**config.mk**
```make
export PLATFORM = sky130hd
export DESIGN_NAME = accum_datapath
export DESIGN_NICKNAME = d
export VERILOG_FILES = /design/src/rtl/ctrl_pkg.sv /design/src/rtl/sat_add.sv /design/src/rtl/accum_datapath.sv
export SDC_FILE = /design/constraint.sdc
export NUM_CORES = 1
export LEC_CHECK = 0
export ABC_AREA = 1
export CORE_ASPECT_RATIO = 0.7
export CORE_MARGIN = 2
export CORE_UTILIZATION = 30
export DETAILED_ROUTE_END_ITERATION = 10
export SLEW_MARGIN = 20
export SYNTH_ARGS = -nofsm -noshare
export SYNTH_HDL_FRONTEND = slang
export SYNTH_SLANG_ARGS = --single-unit
```
**constraint.sdc**
```tcl
create_clock -name CLK -period 3.1 [get_ports CLK]
set_input_delay 0.465 -clock CLK [delete_from_list [all_inputs] [get_ports CLK]]
set_output_delay 0.465 -clock CLK [all_outputs]
set_load 0.01 [all_outputs]
```
**src/rtl/ctrl_pkg.sv**
```systemverilog
// ctrl_pkg: step indices, default data width and strobe one-hot check shared with the control unit
package ctrl_pkg;
  localparam int STEP_S0 = 0;
  localparam int STEP_S1 = 1;
  localparam int STEP_S2 = 2;
  localparam int STEP_S3 = 3;
  localparam int STEP_S4 = 4;
  localparam int STEP_S5 = 5;
  localparam int DATA_W = 8;
  // True when at most one strobe is high; an idle cycle is legal.
  function automatic logic onehot6(input logic [5:0] s);
    return (s & (s - 6'd1)) == 6'd0;
  endfunction
endpackage

```
**src/rtl/sat_add.sv**
```systemverilog
// sat_add: unsigned add that clamps to all-ones and flags the carry
module sat_add #(
  parameter int WIDTH = 8
) (
  input  logic [WIDTH-1:0] a,
  input  logic [WIDTH-1:0] b,
  output logic [WIDTH-1:0] sum,
  output logic             sat
);
  logic [WIDTH:0] full;
  always_comb begin
    full = {1'b0, a} + {1'b0, b};
    sat = full[WIDTH];
    sum = sat ? '1 : full[WIDTH-1:0];
  end
endmodule

```
**src/rtl/accum_datapath.sv**
```systemverilog
// accum_datapath: strobe-sequenced sample / saturating add / bias subtract / publish datapath
module accum_datapath
  import ctrl_pkg::*;
#(
  parameter int               WIDTH  = DATA_W,
  parameter int               PASSES = 4,
  parameter logic [WIDTH-1:0] BIAS   = '0
) (
  input  logic             CLK,
  input  logic             RESET,
  input  logic             S0,
  input  logic             S1,
  input  logic             S2,
  input  logic             S3,
  input  logic             S4,
  input  logic             S5,
  input  logic [WIDTH-1:0] DIN,
  output logic [WIDTH-1:0] DOUT,
  output logic             CLR,
  output logic             OVERFLOW,
  output logic             DONE,
  output logic             ONEHOT_ERR
);
  logic [WIDTH-1:0] a, acc, sum;
  logic [7:0] cnt;
  logic [5:0] s, sel;
  logic sat;
  sat_add #(.WIDTH(WIDTH)) u_add (.a(acc), .b(a), .sum(sum), .sat(sat));
  // Isolate the lowest set strobe so conflicting strobes resolve by priority.
  always_comb begin
    s = {S5, S4, S3, S2, S1, S0};
    sel = s & (~s + 6'd1);
    CLR = cnt == 8'd1;
  end
  always_ff @(posedge CLK) begin
    if (RESET) begin
      a <= '0;
      acc <= '0;
      cnt <= 8'(PASSES);
      DOUT <= '0;
      OVERFLOW <= 1'b0;
      DONE <= 1'b0;
      ONEHOT_ERR <= 1'b0;
    end else begin
      DONE <= 1'b0;
      if (!onehot6(s)) ONEHOT_ERR <= 1'b1;
      if (sel[STEP_S0]) begin
        a <= '0;
        acc <= '0;
        cnt <= 8'(PASSES);
        OVERFLOW <= 1'b0;
      end else if (sel[STEP_S1]) begin
        a <= DIN;
      end else if (sel[STEP_S2]) begin
        acc <= sum;
        if (sat) OVERFLOW <= 1'b1;
        if (cnt == 8'd0) ONEHOT_ERR <= 1'b1;
        else cnt <= cnt - 8'd1;
      end else if (sel[STEP_S3]) begin
        acc <= (acc >= BIAS) ? acc - BIAS : '0;
      end else if (sel[STEP_S4]) begin
        DOUT <= acc;
      end else if (sel[STEP_S5]) begin
        DOUT <= acc;
        if (cnt == 8'd0) begin
          DONE <= 1'b1;
          cnt <= 8'(PASSES);
        end
      end
    end
  end
endmodule
```
==> reports/metrics.csv <==
stage,metric,value,unit
run_status,outcome,completed,
pwr,p_seq_share,52.7,%
detailed_routing,dr.max_layer_used,met4,
floorplan,die_y,70.8,um
worst_hold_path,holdPathStages,2,
logic_synthesis,synth_area,1910,sq um
detailed_routing,routedWlPerCell,11.8,um
sta,hold_viol_final,0,
logic_synthesis,synthCells,268,
pwr,power_density,375,nW/um^2
floorplan,core-area,6190,sq um
worst_hold_path,hold_path_class,reg2reg,
pwr,switching_power,0.211,mW
pwr,switching_share,23.9,%
worst_setup_path,path_max_fanout,15,
logic_synthesis,yosys_register_bits,35,
sta,rsz0062_at_grt,false,
clock_tree,ctsHoldBuffers,0,
clock_tree,ctsResizeCount,0,
clock_tree,clock_path_buffers,2,
placed_design,pre_cts_ws,0.729,ns
clock_tree,clock-sinks,35,
clock_tree,cts_buffers,5,
logic_synthesis,synth_top_area_cell,dfxtp_1,
global_route,antenna_found_initial,0,
cells_and_area,fin_nets,326,
logic_synthesis,synth_area_leaders,"dfxtp_1 37%, nand2_1 12%, nor2_1 8.6%, a21oi_1 6.5%, ha_1 6.5%",
placed_design,hpwl,3390,um
floorplan,rows,24,
worst_setup_path,critPathCaptureType,flip-flop,
cells_and_area,syn_to_final_growth,23.4,%
clock_tree,postCtsSetupRepairBufs,0,
logic_synthesis,syn_area_per_cell,7.13,sq um
worst_setup_path,critPathArrivalTime,2.22,ns
floorplan,pin_count,28,
logic_synthesis,synthDistinctLibCells,32,
worst_setup_path,crit_type,in2reg,
cells_and_area,final_core_util,38.1,%
detailed_routing,drt_pass1_iterations,4,
sta,min_period,2.07,ns
global_route,grt_pass1_vias,1609,
sta,relSlewSlack,61.3,%
worst_setup_path,required,3.25,ns
logic_synthesis,async_flop_share,0,%
logic_synthesis,yosysMostFrequentCell,nand2_1,
worst_setup_path,worstRegToRegCells,8,
detailed_routing,wl_met2,1570,um
placed_design,place.port_buffers,27,
sta,max_clock_freq,484,MHz
pwr,intPower,0.672,mW
detailed_routing,drt-met1-wl,2540,um
global_route,grt_pass1_wl,7670,um
worst_hold_path,holdPathEnd,DOUT[3],
sta,slew_violations,0,
cells_and_area,finalNonFillerCells,377,
detailed_routing,drc,0,
worst_setup_path,r2r-start,a[0],
sta,hold_slack,0.468,ns
logic_synthesis,synth.net_count,295,
placed_design,dp.cells,370,
global_route,grt_max_degree,16,
pwr,share_comb_of_total_power,10.3,%
placed_design,place.gp.congestion,0.903,
pwr,p_clk_share,37.1,%
worst_setup_path,ff2ff_setup_slack,1.35,ns
detailed_routing,via_per_inst,4.60,
logic_synthesis,synth_warnings,0,
logic_synthesis,synth_edf_count,0,
clock_tree,clock_latency,0.28,ns
cells_and_area,drive_above_1_share,8.70,%
global_route,grt-ovfl-total,0,
detailed_routing,drtIter0Drc,129,
placed_design,dpl_cell_area,2270,sq um
sta,fin_tns_setup,0,ns
logic_synthesis,synth_top_area_share,36.7,%
worst_setup_path,reg2reg_to,acc[6],
detailed_routing,drt-total-wl,4430,um
worst_hold_path,hp-start,DOUT[3],
clock_tree,cts_tree,done,
floorplan,die-width,99.4,um
clock_tree,cts.clk_slew.worst_paths,0.07,ns
global_route,track_usage,13.5,%
sta,fin_crit_sh,66.7,%
detailed_routing,ant_nets,0,
cells_and_area,fin_area,2360,sq um
clock_tree,cts-root-buf,clkbuf_8,
worst_setup_path,startpoint_type,input port,
logic_synthesis,yosysSeqAreaShare,36.7,%
pwr,p_total,0.883,mW
detailed_routing,vias,1735,
sta,fin_skew,0.00574,ns
logic_synthesis,synth_ff_type,dfxtp_1,
run,max_cap_violations,0,
sta,fin_ws,1.03,ns
detailed_routing,wl_met3,251,um
pwr,power.leakage,1.01,nW
pwr,max-vdd-ir-drop,0.132,mV
floorplan,start_util,30.9,%
sta,setup-violations-final,0,
clock_tree,htreeDepth,2,
logic_synthesis,synth_common_cells,"62 x nand2_1, 44 x nor2_1, 35 x dfxtp_1",
cells_and_area,antenna_cells,0,
floorplan,die-area,7030,sq um
sta,worst_pin_slew,0.579,ns
## registers in the layout (all words and copies together) (netlist names)
name / count
DOUT: 8
a: 8
acc: 8
cnt: 8
DONE: 1
ONEHOT_ERR: 1
OVERFLOW: 1
## power by group through the flow
stage               registers [mW]  clock network [mW]  logic, mW
global route                 0.466               0.364      0.102
global placement             0.475                   0     0.0898
finish                       0.465               0.327     0.0907
floorplan                    0.473                   0     0.0533
detailed placement           0.475                   0     0.0902
CTS                          0.465               0.341     0.0909
## placed cells by master (no fill, tap or decap), types with 3 or more instances in the layout
cell type	Yosys	routed
a21oi_1	25	25
clkbuf_8	0	6
clkdlybuf4s50_1	0	27
dfxtp_1	35	35
ha_1	10	10
inv_1	18	18
inv_2	3	3
nand2_1	62	62
nand2_2	4	4
nand3_1	18	18
nor2_1	44	44
nor2_4	3	3
o21ai_0	15	15
xnor2_1	4	4
## worst max-delay path by stage
stage	cells after the start	start	slack (ns)	endpoint
2_1_floorplan	8	a[0]	1.54	acc[6]
3_3_place_gp	11	S1	0.78	cnt[2]
3_5_place_dp	11	S1	0.73	cnt[2]
4_1_cts	11	S1	1.04	cnt[2]
5_1_grt	12	S1	0.87	cnt[0]
6_report	11	S1	1.03	cnt[2]
## per-layer routing
layer / GRT usage, % / vias up
met1: 21.9 / 749
met3: 3.06 / 7
met5: 0 / -
li1: - / 935
met4: 4.57 / 0
met2: 16.9 / 44
## kinds of logic after synthesis
logic type,Yosys count,share of synthesized area (%)
and+or+nand+nor,139,32.5
buffers and inverters,26,5.30
xor gates and xnor gates,6,2.75
adders and majority gates,11,7.60
AOI/OAI and AO/OA,51,15.1
DFF,35,36.7
## layout make-up
type	instances	area, sq um
clock buffers	6	82.6
multi-input cells	207	1110
repair buffers	28	278
clock inverters	1	5.00
inverters	22	85.1
well taps	78	97.6
flip-flops and latches	35	701
fillers	646	3830
## critical path: stages
cell and delay [ns]:
clkdlybuf4s50_1 0.62, inv_1 0.15, nand2_2 0.09, nor2_4 0.30
inv_4 0.11, nand2_2 0.11, nand2_4 0.09, nand2_8 0.10
inv_2 0.05, o21ai_1 0.06, nand3_1 0.07
Power figures use the tool's default switching activity.
